### config.mk
export PLATFORM = sky130hd
export DESIGN_NAME = mapper_sel
export DESIGN_NICKNAME = d
export VERILOG_FILES = /design/src/rtl/mapper_sel_pkg.sv /design/src/rtl/mapper_tab.sv /design/src/rtl/mapper_sel.sv
export SDC_FILE = /design/constraint.sdc
export NUM_CORES = 2
export LEC_CHECK = 0
export BUFFER_PORTS_ARGS = -buffer_cell sky130_fd_sc_hd__buf_2
export CAP_MARGIN = 20
export CORE_UTILIZATION = 61
export CTS_BUF_LIST = sky130_fd_sc_hd__clkbuf_16
export CTS_CLUSTER_DIAMETER = 80
export CTS_CLUSTER_SIZE = 30
export DETAILED_ROUTE_END_ITERATION = 8
export GPL_ROUTABILITY_DRIVEN = 0
export PLACE_DENSITY = 0.81
export SKIP_CTS_REPAIR_TIMING = 1
export SLEW_MARGIN = 30
export SYNTH_ARGS = -nofsm -noshare
export SYNTH_HDL_FRONTEND = slang
export SYNTH_SLANG_ARGS = --single-unit
export TNS_END_PERCENT = 50
### constraint.sdc
create_clock -name clk -period 3.85 [get_ports clk]
set_input_delay 0.385 -clock clk [delete_from_list [all_inputs] [get_ports clk]]
set_output_delay 0.385 -clock clk [all_outputs]
set_load 0.02 [all_outputs]
### src/rtl/mapper_sel_pkg.sv
`default_nettype none
// ============================================================================
//  Module      : mapper_sel_pkg
//  Description : Shared definitions for the NES mapper selector: FSM state
//                encodings, the "unsupported mapper" slot code and the
//                power-on contents of the mapper-number -> slot table.
//  Revision    : 1.0 - initial release
// ============================================================================
package mapper_sel_pkg;

    // Selector FSM encodings (values are visible on the state output)
    localparam logic [1:0] c_ST_NONE  = 2'd0;
    localparam logic [1:0] c_ST_RUN   = 2'd1;
    localparam logic [1:0] c_ST_DRAIN = 2'd2;
    localparam logic [1:0] c_ST_SWRST = 2'd3;

    // Table entry meaning "no slot implements this mapper"
    localparam logic [4:0] c_SLOT_UNSUP = 5'd31;

    // Built-in mapper -> slot assignments restored on reset
    localparam logic [7:0] c_MAP_NROM  = 8'd0;
    localparam logic [7:0] c_MAP_MMC1  = 8'd1;
    localparam logic [7:0] c_MAP_MMC3  = 8'd4;
    localparam logic [4:0] c_SLOT_NROM = 5'd0;
    localparam logic [4:0] c_SLOT_MMC1 = 5'd1;
    localparam logic [4:0] c_SLOT_MMC3 = 5'd2;

    function automatic logic [4:0] tab_default(input logic [7:0] idx);
        logic [4:0] slot;
        case (idx)
            c_MAP_NROM: slot = c_SLOT_NROM;
            c_MAP_MMC1: slot = c_SLOT_MMC1;
            c_MAP_MMC3: slot = c_SLOT_MMC3;
            default:    slot = c_SLOT_UNSUP;
        endcase
        return slot;
    endfunction

endpackage
`default_nettype wire

### src/rtl/mapper_tab.sv
`default_nettype none
// ============================================================================
//  Module      : mapper_tab
//  Description : 256 x 5 mapper-number -> slot table. Synchronous write,
//                two asynchronous read ports, asynchronous reset to the
//                built-in assignments.
//  Ports       : clk, resetn      - clock, async active-low reset
//                we/widx/wslot    - write strobe, entry index, slot value
//                ridx_a/rslot_a   - read port A (index in, slot out)
//                ridx_b/rslot_b   - read port B (index in, slot out)
//  Revision    : 1.0 - initial release
// ============================================================================
module mapper_tab
    import mapper_sel_pkg::*;
#(
    parameter int NSLOT = 4
) (
    input  logic       clk,
    input  logic       resetn,
    input  logic       we,
    input  logic [7:0] widx,
    input  logic [4:0] wslot,
    input  logic [7:0] ridx_a,
    output logic [4:0] rslot_a,
    input  logic [7:0] ridx_b,
    output logic [4:0] rslot_b
);

    localparam logic [5:0] c_NSLOT = 6'(NSLOT);

    logic [4:0] r_tab [256];
    logic       w_wr_ok;

    // Only real slot numbers or the explicit "unsupported" code are stored;
    // anything else would later select a slot that does not exist.
    assign w_wr_ok = we && (({1'b0, wslot} < c_NSLOT) || (wslot == c_SLOT_UNSUP));

    always_ff @(posedge clk or negedge resetn) begin
        if (!resetn) begin
            for (int i = 0; i < 256; i++) begin
                r_tab[i] <= tab_default(8'(i));
            end
        end else if (w_wr_ok) begin
            r_tab[widx] <= wslot;
        end
    end

    assign rslot_a = r_tab[ridx_a];
    assign rslot_b = r_tab[ridx_b];

endmodule
`default_nettype wire

### src/rtl/mapper_sel.sv
`default_nettype none
// ============================================================================
//  Module      : mapper_sel
//  Description : Selects one of NSLOT mapper implementations from the iNES
//                header, sequences the switchover (drain the old slot, hold
//                all slots in reset, release the new one) and muxes the
//                active slot's outputs to the console side.
//  Ports       : clk, resetn                    - clock, async active-low reset
//                header, hdrvalid               - iNES header and its valid flag
//                tabwr, tabidx, tabslot         - table write port
//                prgreq, chrreq -> sprgreq/schrreq  gated requests to slots
//                slot_resetn                    - per-slot active-low reset
//                s* inputs                      - per-slot outputs, packed
//                irq..mirr outputs              - active-slot outputs
//                state, err, tmo                - FSM state, unsupported
//                                                 mapper number, sticky timeout
//  Revision    : 1.0 - initial release
// ============================================================================
module mapper_sel
    import mapper_sel_pkg::*;
#(
    parameter int NSLOT    = 4,
    parameter int RSTCYC   = 8,
    parameter int DRAINMAX = 64
) (
    input  logic                  clk,
    input  logic                  resetn,
    input  logic [127:0]          header,
    input  logic                  hdrvalid,
    input  logic                  tabwr,
    input  logic [7:0]            tabidx,
    input  logic [4:0]            tabslot,
    input  logic                  prgreq,
    input  logic                  chrreq,
    output logic                  sprgreq,
    output logic                  schrreq,
    output logic [NSLOT-1:0]      slot_resetn,
    input  logic [NSLOT-1:0]      sirq,
    input  logic [NSLOT-1:0]      sprgack,
    input  logic [NSLOT-1:0]      schrack,
    input  logic [NSLOT-1:0]      spromreq,
    input  logic [NSLOT-1:0]      scromreq,
    input  logic [8*NSLOT-1:0]    sprgrdata,
    input  logic [8*NSLOT-1:0]    schrrdata,
    input  logic [21*NSLOT-1:0]   spromaddr,
    input  logic [21*NSLOT-1:0]   scromaddr,
    input  logic [3*NSLOT-1:0]    smirr,
    output logic                  irq,
    output logic                  prgack,
    output logic                  chrack,
    output logic                  promreq,
    output logic                  cromreq,
    output logic [7:0]            prgrdata,
    output logic [7:0]            chrrdata,
    output logic [20:0]           promaddr,
    output logic [20:0]           cromaddr,
    output logic [2:0]            mirr,
    output logic [1:0]            state,
    output logic [7:0]            err,
    output logic                  tmo
);

    localparam int         c_AW       = (NSLOT > 1) ? $clog2(NSLOT) : 1;
    localparam logic [7:0] c_RST_LAST = 8'(RSTCYC - 1);
    localparam logic [7:0] c_DRN_LAST = 8'(DRAINMAX - 1);
    localparam logic [5:0] c_NSLOT    = 6'(NSLOT);

    // ------------------------------------------------------------------
    // Registered state
    // ------------------------------------------------------------------
    logic [1:0]      r_state;
    logic [c_AW-1:0] r_act;     // slot currently owning the outputs
    logic [7:0]      r_cur;     // mapper number the active slot serves
    logic [7:0]      r_cnt;     // shared SWRST / DRAIN cycle counter
    logic            r_tmo;

    logic [1:0]      w_state_nxt;
    logic [c_AW-1:0] w_act_nxt;
    logic [7:0]      w_cur_nxt;
    logic [7:0]      w_cnt_nxt;
    logic            w_tmo_nxt;

    // ------------------------------------------------------------------
    // Mapper number decode. A non-zero tail in bytes 12..15 marks an
    // old/dirty header whose upper mapper nibble cannot be trusted.
    // ------------------------------------------------------------------
    logic [7:0] w_mapper;
    logic       w_unused_hdr;

    assign w_mapper     = {(header[127:96] != 32'd0) ? 4'd0 : header[63:60], header[55:52]};
    assign w_unused_hdr = ^{header[95:64], header[59:56], header[51:0]};

    // ------------------------------------------------------------------
    // Slot table: port A looks up the live header, port B the latched one
    // ------------------------------------------------------------------
    logic [4:0] w_map_slot;
    logic [4:0] w_cur_slot;
    logic       w_cur_slot_ok;

    mapper_tab #(
        .NSLOT (NSLOT)
    ) u_tab (
        .clk     (clk),
        .resetn  (resetn),
        .we      (tabwr),
        .widx    (tabidx),
        .wslot   (tabslot),
        .ridx_a  (w_mapper),
        .rslot_a (w_map_slot),
        .ridx_b  (r_cur),
        .rslot_b (w_cur_slot)
    );

    // The entry may have been rewritten to "unsupported" after the switch
    // started; in that case act keeps its last legal value.
    assign w_cur_slot_ok = ({1'b0, w_cur_slot} < c_NSLOT);

    // ------------------------------------------------------------------
    // Active-slot mux, driven only by registered act
    // ------------------------------------------------------------------
    logic [NSLOT-1:0] w_act_oh;
    logic             w_m_irq, w_m_prgack, w_m_chrack, w_m_promreq, w_m_cromreq;
    logic [7:0]       w_m_prgrdata, w_m_chrrdata;
    logic [20:0]      w_m_promaddr, w_m_cromaddr;
    logic [2:0]       w_m_mirr;

    always_comb begin
        w_act_oh     = '0;
        w_m_irq      = 1'b0;
        w_m_prgack   = 1'b0;
        w_m_chrack   = 1'b0;
        w_m_promreq  = 1'b0;
        w_m_cromreq  = 1'b0;
        w_m_prgrdata = '0;
        w_m_chrrdata = '0;
        w_m_promaddr = '0;
        w_m_cromaddr = '0;
        w_m_mirr     = '0;
        for (int n = 0; n < NSLOT; n++) begin
            if (int'(r_act) == n) begin
                w_act_oh[n]  = 1'b1;
                w_m_irq      = sirq[n];
                w_m_prgack   = sprgack[n];
                w_m_chrack   = schrack[n];
                w_m_promreq  = spromreq[n];
                w_m_cromreq  = scromreq[n];
                w_m_prgrdata = sprgrdata[8*n +: 8];
                w_m_chrrdata = schrrdata[8*n +: 8];
                w_m_promaddr = spromaddr[21*n +: 21];
                w_m_cromaddr = scromaddr[21*n +: 21];
                w_m_mirr     = smirr[3*n +: 3];
            end
        end
    end

    // ------------------------------------------------------------------
    // FSM: state register
    // ------------------------------------------------------------------
    always_ff @(posedge clk or negedge resetn) begin
        if (!resetn) begin
            r_state <= c_ST_NONE;
            r_act   <= '0;
            r_cur   <= '0;
            r_cnt   <= '0;
            r_tmo   <= 1'b0;
        end else begin
            r_state <= w_state_nxt;
            r_act   <= w_act_nxt;
            r_cur   <= w_cur_nxt;
            r_cnt   <= w_cnt_nxt;
            r_tmo   <= w_tmo_nxt;
        end
    end

    // ------------------------------------------------------------------
    // FSM: next state
    // ------------------------------------------------------------------
    always_comb begin
        w_state_nxt = r_state;
        w_act_nxt   = r_act;
        w_cur_nxt   = r_cur;
        w_cnt_nxt   = r_cnt;
        w_tmo_nxt   = r_tmo;
        case (r_state)
            c_ST_NONE: begin
                w_cnt_nxt = '0;
                if (hdrvalid) begin
                    w_cur_nxt = w_mapper;
                    if (w_map_slot != c_SLOT_UNSUP) begin
                        w_state_nxt = c_ST_SWRST;
                    end
                end
            end
            c_ST_SWRST: begin
                if (w_cur_slot_ok) begin
                    w_act_nxt = w_cur_slot[c_AW-1:0];
                end
                if (r_cnt == c_RST_LAST) begin
                    w_state_nxt = c_ST_RUN;
                    w_cnt_nxt   = '0;
                end else begin
                    w_cnt_nxt = r_cnt + 8'd1;
                end
            end
            c_ST_RUN: begin
                w_cnt_nxt = '0;
                if (!hdrvalid || (w_mapper != r_cur)) begin
                    w_state_nxt = c_ST_DRAIN;
                end
            end
            c_ST_DRAIN: begin
                // A clean drain wins over a timeout in the same cycle
                if (!w_m_promreq && !w_m_cromreq) begin
                    w_state_nxt = c_ST_NONE;
                    w_cnt_nxt   = '0;
                end else if (r_cnt == c_DRN_LAST) begin
                    w_state_nxt = c_ST_NONE;
                    w_cnt_nxt   = '0;
                    w_tmo_nxt   = 1'b1;
                end else begin
                    w_cnt_nxt = r_cnt + 8'd1;
                end
            end
            default: w_state_nxt = c_ST_NONE;
        endcase
    end

    // ------------------------------------------------------------------
    // FSM: outputs. Slot outputs are visible only while a slot is out of
    // reset (RUN/DRAIN); new requests are admitted only in RUN.
    // ------------------------------------------------------------------
    always_comb begin
        sprgreq     = 1'b0;
        schrreq     = 1'b0;
        slot_resetn = '0;
        irq         = 1'b0;
        prgack      = 1'b0;
        chrack      = 1'b0;
        promreq     = 1'b0;
        cromreq     = 1'b0;
        prgrdata    = '0;
        chrrdata    = '0;
        promaddr    = '0;
        cromaddr    = '0;
        mirr        = '0;
        err         = '0;
        case (r_state)
            c_ST_NONE: begin
                if (hdrvalid && (w_map_slot == c_SLOT_UNSUP)) begin
                    err = w_mapper;
                end
            end
            c_ST_RUN, c_ST_DRAIN: begin
                if (r_state == c_ST_RUN) begin
                    sprgreq = prgreq;
                    schrreq = chrreq;
                end
                slot_resetn = w_act_oh;
                irq         = w_m_irq;
                prgack      = w_m_prgack;
                chrack      = w_m_chrack;
                promreq     = w_m_promreq;
                cromreq     = w_m_cromreq;
                prgrdata    = w_m_prgrdata;
                chrrdata    = w_m_chrrdata;
                promaddr    = w_m_promaddr;
                cromaddr    = w_m_cromaddr;
                mirr        = w_m_mirr;
            end
            default: ;
        endcase
    end

    assign state = r_state;
    assign tmo   = r_tmo;

endmodule
`default_nettype wire

* Yosys cells after proc, flatten, opt, wreduce, memory -nomap -nowiden *
Index checks and enable logic that the tools add are counted.

word-level totals
  bits in latches = 0
  input bits = 411
  flip-flop bits (word level) = 1,301
  RAM bits = 0
  memories = 0
  memory bits (read-only) = 0
  output and inout bits = 83

operators by class
  shifts and indexed selects = 0
  divide/modulo/power cells = 0
  multiply operators = 0
  eq/ne operators = 17
  order comparisons = 6
  bitwise operators = 4
  add/sub/neg operators = 1
  mux-type cells = 82
  reductions and logical operators = 18

operators with widths
  operator                                                    count
  bitwise mux 1280 bit                                        1
  two-way mux 21 bit                                          10
  two-way mux 8 bit                                           15
  binary-select mux 5 bit (select 8 bit)                      2
  demux 5 bit (select 8 bit)                                  1
  two-way mux 1 bit                                           33
  nonzero test 32 bit                                         1
  >= comparator 9 bit, second input constant                  3
  inverter 8 -> 9 bit                                         3
  two-way mux 5 bit                                           5
  one-hot mux 8 bit (3 select lines)                          1
  two-way mux 3 bit                                           5
  two-way mux 2 bit                                           6
  == test 5 bit, second input constant                        2
  less-than comparator 5 x 3 -> 1 bit, second input constant  2
  less-than comparator 9 x 1 -> 1 bit, second input constant  1
  adder 8 x 1 -> 8 bit, second input constant                 1
  == test 2 bit, second input constant                        4
  == test 8 x 3 -> 1 bit, second input constant               1
  == test 8 x 6 -> 1 bit, second input constant               1
  two-way mux 4 bit                                           2
  != test 2 bit, second input constant                        4
  != test 8 bit                                               1
  one-hot mux 2 bit (4 select lines)                          1
  other kinds (12)                                            22

* Logic depth before layout (Yosys ltp) *
  word-level depth = 10
  gate-level depth with buffers = 15
  depth with buffers taken out = 10

* Cells and area by module *
Synthesis repeated with hierarchy kept, for this count alone.

unflattened totals
  cells, all modules = 5,722
  area, all modules = 72,992.5 sq um

modules (own cells, without submodules)
  module      cells each  times used  area an instance (sq um)
  mapper_tab  5,436       1           69,705.6
  mapper_sel  286         1           3,286.9

* Worst setup path before layout *
No wires, ideal clock.

  kind = input to output
  start point = in header[52]
  end point = out err[6]
  stages on the path = 12
  path buffers = 4
  required time = 3.465 ns
  path slack = 0.445 ns
  arrival = 3.020 ns
  cell sequence = clkbuf_1 -> buf_4 -> buf_4 -> buf_4 -> mux4_2 -> o2111ai_1 -> o2111a_1 -> a311oi_1 -> a2111oi_0 -> nor3_1 -> a21oi_2 -> nor2b_1

on the way
  cells in the longest elaborated chain, start to end = 8

ends and longest elaborated chain
  element                                               RTL line           source
  start: declaration                                    mapper_sel.sv:28   input logic [127:0] header,
  inverter 8 -> 9 bit (implied by the code)             mapper_tab.sv:48   assign rslot_a = r_tab[ridx_a];
  binary-select mux 5 bit (select 8 bit)                mapper_tab.sv:48
  two-way mux 5 bit (implied by the code) (2 in a row)  mapper_tab.sv:48
  == test 5 bit                                         mapper_sel.sv:249  if (hdrvalid && (w_map_slot == c_SLOT_UNSUP)) begin
  logical AND 1 bit                                     mapper_sel.sv:249
  two-way mux 8 bit                                     mapper_sel.sv:249
  two-way mux 8 bit                                     mapper_sel.sv:247  case (r_state)
  end: declaration                                      mapper_sel.sv:59   output logic [7:0] err,

Every way passes these cells. The select of a mux whose other input is x is not followed.

* Final worst setup path *
  start point = in header[109]
  end point = out err[4]

on the way
  cells in the longest elaborated chain, start to end = 10

ends and longest elaborated chain
  element                                               RTL line           source
  nonzero test 32 bit (*)                               mapper_sel.sv:90   assign w_mapper = {(header[127:96] != 32'd0) ? 4'd0 : header[63:60], header[55:52]};
  two-way mux 4 bit (*)                                 mapper_sel.sv:90
  inverter 8 -> 9 bit (implied by the code)             mapper_tab.sv:48
  binary-select mux 5 bit (select 8 bit)                mapper_tab.sv:48
  two-way mux 5 bit (implied by the code) (2 in a row)  mapper_tab.sv:48
  == test 5 bit                                         mapper_sel.sv:249
  logical AND 1 bit                                     mapper_sel.sv:249
  two-way mux 8 bit (*)                                 mapper_sel.sv:249
  two-way mux 8 bit (*)                                 mapper_sel.sv:247

Every way passes the cells marked *; elsewhere a longest branch is shown, timed or not. The select of a mux whose other input is x is not followed.

==> metrics.sh <==
DIEAREA_MM2=0.114
FLOORPLAN.IO_PINS=494
MAX-CAP-VIOLATIONS=0
FIRST_ITER_VIOLATIONS=8632
NUM_VIAS=57386
WORSTPATHCELLLIST='buf_2, nor4_1, buf_4, nand4_1, buf_4, nor3_2, buf_4, buf_4, o2111ai_1, a221oi_2, buf_4, nor3_2, a21oi_2, buf_6, and2_1, buf_4'
MAX_CLOCK_FREQ_GHz=0.241
ROUTEDWLPERCELL_UM=28.3
TRACK_USAGE_PCT=40.9
DRT.ANTENNA.VIOLATING_NETS=0
TOTALPOWERFINAL_W=0.0309
VDD_DROP_MAX_mV=0.440
YOSYSWARNINGCOUNT=0
POST-PLACE-WS_NS=-0.696
POST_ROUTE_SETUP_SLACK_NS=-0.308
LEAKAGEPOWER_nW=31.7
ANTENNA_FOUND_INITIAL=31
CTS_MADE_BUFFERS=53
CRITICAL_PATH_PEAK_FANOUT=6
STARTPOINT_TYPE='input pin'
SYN-INSTANCE-COUNT=6378
PERIOD_MINUS_SLACK_NS=4.16
POWER_DENSITY_OVER_THE_CELLS_mW_PER_MM2=406
POST-SYNTH-TOP-AREA-FRACTION_PCT=48.5
WORST_PIN_SLEW_NS=1.02
WORST-ENDPOINT-ARRIVAL_NS=3.77
TOTAL_DRC_ERRORS_IN_THE_ROUTED_LAYOUT=0
NUMPORTBUFFERS=405
SEQ_AREA_FRAC_SYNTH_PCT=49.8
POSTSYNTH.ASYNCRESETSHARE_PCT=100
SETUP_VIOLATIONS=10
PIN_COUNT_OF_THE_BIGGEST_NET_ENTERING_GLOBAL_ROUTING=171
DIE-WIDTH_UM=337
NUMBER_OF_SYNTHESIZED_FLOPS_WITH_AN_ENABLE_PIN=0
POST_LAYOUT_NONFILLER_INSTANCES=8236
CLKLATENCYLATEPIN_NS=0.75
EFFECTIVE_UTILIZATION_AT_FLOORPLAN_PCT=61.8
ROUTED_VIA_DENSITY=6.97
WORST_SKEW_NS=0.0527
NUMCLOCKSINKS=1301
FIRST_PASS_ITERS=9
FINAL_LAYOUT_SIZE_SUFFIX_GT1_SHARE_PCT=46.0
FIRST_PASS_GRT_WIRE_LENGTH_UM=348000
GRT_PASS1_VIAS=55949
END_KIND='primary output'
NUMBER_OF_NETS_IN_THE_SYNTHESIZED_NETLIST=6794
GLOBALROUTE.TOTALOVERFLOW=0
LAYOUT_OVERHEAD_ON_THE_SYNTHESIZED_AREA_PCT=10.7
FILL_CELLS=7888
MULTIINPUTGATEAREA_MM2=0.0327
SYNTH.LIB_CELLS_USED.DISTINCT=73
CLOCK_TREE.HTREE_LEVEL_COUNT=2
SYNTH_AREA_LEADERS='sky130_fd_sc_hd__dfstp_2, sky130_fd_sc_hd__mux4_2, sky130_fd_sc_hd__mux2_2'
YS_SEQ_ELEMENTS=1301
TIMING.FINAL.HOLD_VIOLATIONS=0
WORST_EP_REQUIRED_TIME_NS=3.46
PLACEMENT.CELL_AREA_MM2=0.0739
CTS-ROOT-BUF='sky130_fd_sc_hd__clkbuf_16'
HOLDCRITPATHCLASS='input pin to flop'
CTS_TREE='built'
HPWLAFTERDP_UM=161000
MAXSLEWHEADROOM_PCT=31.4
CLK_PIN_SLEW_NS=0.11
FINISH.NET_COUNT=7109
SYNTHFLOPTYPE='sky130_fd_sc_hd__dfstp_2'
WORST_PATH_LARGEST_CELL_DELAY_NS=0.34
CORE-AREA_MM2=0.111
SYNTH_AREA_LEADER_CELL='sky130_fd_sc_hd__dfstp_2'
CORE.ROWCOUNT=122
TIMING.FINAL.MAX_SLEW_VIOLATIONS=0
CRITICAL-PATH-SLOWEST-CELL='sky130_fd_sc_hd__nor4_1'
CRITICALPATHCATEGORY='input pin to primary output'
FAILED_CHECKS='negative setup slack'
CLOCK_TREE.BUFFER_DEPTH=3
DIE_H_UM=337
PLACED_CELLS=8126
WORST_PATH_MOST_REPEATED_CELL='sky130_fd_sc_hd__buf_4'
RUN_STATUS='finished with violations'
AVGSYNTHCELLAREA_UM2=10.8
REGAREA_MM2=0.0342
FIN_CRIT_SHARE_PCT=108
RSZ_0062_RAISED_AFTER_GLOBAL_ROUTING='yes'
ROUTE.FINAL.WIRE_LENGTH_UM=233000
POSTLAYOUTCELLAREA_MM2=0.0759
SYNTH_AREA_MM2=0.0686
-- per-stage QoR --
stage	util, %	hold WS (ns)	setup TNS [ns]
floorplan	-	0.0894	0
global placement	66.5	0.444	-3.15
detailed placement	66.5	0.452	-2.87
CTS	68.0	0.0272	-5.85
global route	68.3	0.0340	-2.73
finish	68.3	0.00832	-2.60
-- cell families after synthesis --
logic type | count (synthesis) | share of synthesized area [%]
buffers and inverters | 492 | 3.07
multiplexers | 972 | 21.8
XOR/XNOR | 14 | 0.179
AND/OR/NAND/NOR | 2460 | 15.4
AO/OA/AOI/OAI | 1134 | 9.74
flip-flops | 1301 | 49.8
adder cells (fa/ha/maj) | 5 | 0.0912
-- path summary, 6_finish.rpt --
kind                       slack [ns]         from  depth (start not counted)                 to
min in group asynchronous        0.02       resetn                          1   u_tab.r_tab[375]
hold reg to reg                  0.46     r_cnt[0]                          1           r_cnt[0]
hold / removal                  0.008   tabslot[1]                          2   u_tab.r_tab[291]
setup / recovery                -0.31  header[109]                         16             err[4]
setup reg to reg                -0.14     r_cur[1]                         10           r_act[0]
max in group asynchronous        2.96       resetn                          2  u_tab.r_tab[1271]
-- synth_stat cells (all sizes together), types with 19 or more instances --
library cell     n
mux4           361
mux2i           32
nand2         1468
mux2           579
clkbuf         306
dfrtp           34
o21ai          669
a211oi          61
nand3b          22
nor4            78
nor2           306
dfstp         1267
a21oi          114
nand3          271
o41ai           19
nor3           145
buf            172
and2            78
nor2b           20
o22ai           29
o211ai          83
-- worst max-delay path, delay by kind of cell --
kind	cells	cell delay [ns]
AO/OA/AOI/OAI	3	0.68
buffers and inverters	8	1.65
AND/OR/NAND/NOR	5	1.03
-- layer usage --
metal  wire length (um)  global-route usage (%)  part of all wire, %  vias up
met5                115                       0                0.049        -
met4              17500                    26.5                  7.5       16
met3              32900                    15.2                   14      953
met2             101000                    59.3                   44     4254
met1              81000                    51.6                   35    28558
li1                   -                       -                    -    23605
-- layout by cell type, fill, tap and decap left out, types with 16 or more instances in the layout --
| master | count |
|---|---|
| sky130_fd_sc_hd__inv_1 | 16 |
| sky130_fd_sc_hd__o211ai_1 | 82 |
| sky130_fd_sc_hd__nor2_1 | 301 |
| sky130_fd_sc_hd__buf_4 | 271 |
| sky130_fd_sc_hd__mux2_2 | 579 |
| sky130_fd_sc_hd__a211oi_1 | 60 |
| sky130_fd_sc_hd__nor3_1 | 138 |
| sky130_fd_sc_hd__nor4_1 | 77 |
| sky130_fd_sc_hd__clkbuf_16 | 56 |
| sky130_fd_sc_hd__nand2_1 | 1460 |
| sky130_fd_sc_hd__buf_2 | 390 |
| sky130_fd_sc_hd__nand3b_1 | 22 |
| sky130_fd_sc_hd__dfstp_2 | 1267 |
| sky130_fd_sc_hd__buf_12 | 63 |
| sky130_fd_sc_hd__dfrtp_1 | 28 |
| sky130_fd_sc_hd__diode_2 | 27 |
| sky130_fd_sc_hd__a21oi_1 | 111 |
| sky130_fd_sc_hd__mux4_2 | 361 |
| sky130_fd_sc_hd__and2_1 | 73 |
| sky130_fd_sc_hd__o21ai_0 | 664 |
| sky130_fd_sc_hd__mux2i_1 | 32 |
| sky130_fd_sc_hd__o41ai_1 | 19 |
| sky130_fd_sc_hd__nand3_1 | 266 |
| sky130_fd_sc_hd__a31oi_1 | 16 |
| sky130_fd_sc_hd__o22ai_1 | 29 |
-- sequential cells by signal (all words and copies together), names as in the netlist --
name and flops:
r_act 2, r_cur 8, state 2, r_cnt 8, u_tab.r_tab 1280, tmo 1
-- where the power goes --
group	internal, W	switching (W)	total, W
clock	0.00285	0.00451	0.00736
sequential	0.0140	0.000352	0.0144
combinational	0.00349	0.00562	0.00911
total	0.0204	0.0105	0.0309
-- layout make-up --
cell class                 instances  share of cell area, %
sequential                      1301                   45.0
multi-input combinational       4585                   43.1
timing repair buffer             738                   7.15
tap                             1488                   2.45
clock buffer                      56                   1.85
clock inverter                    27                  0.353
antenna                           27                 0.0890
inverter                          14                 0.0692
(Power assumes the default switching activity.)
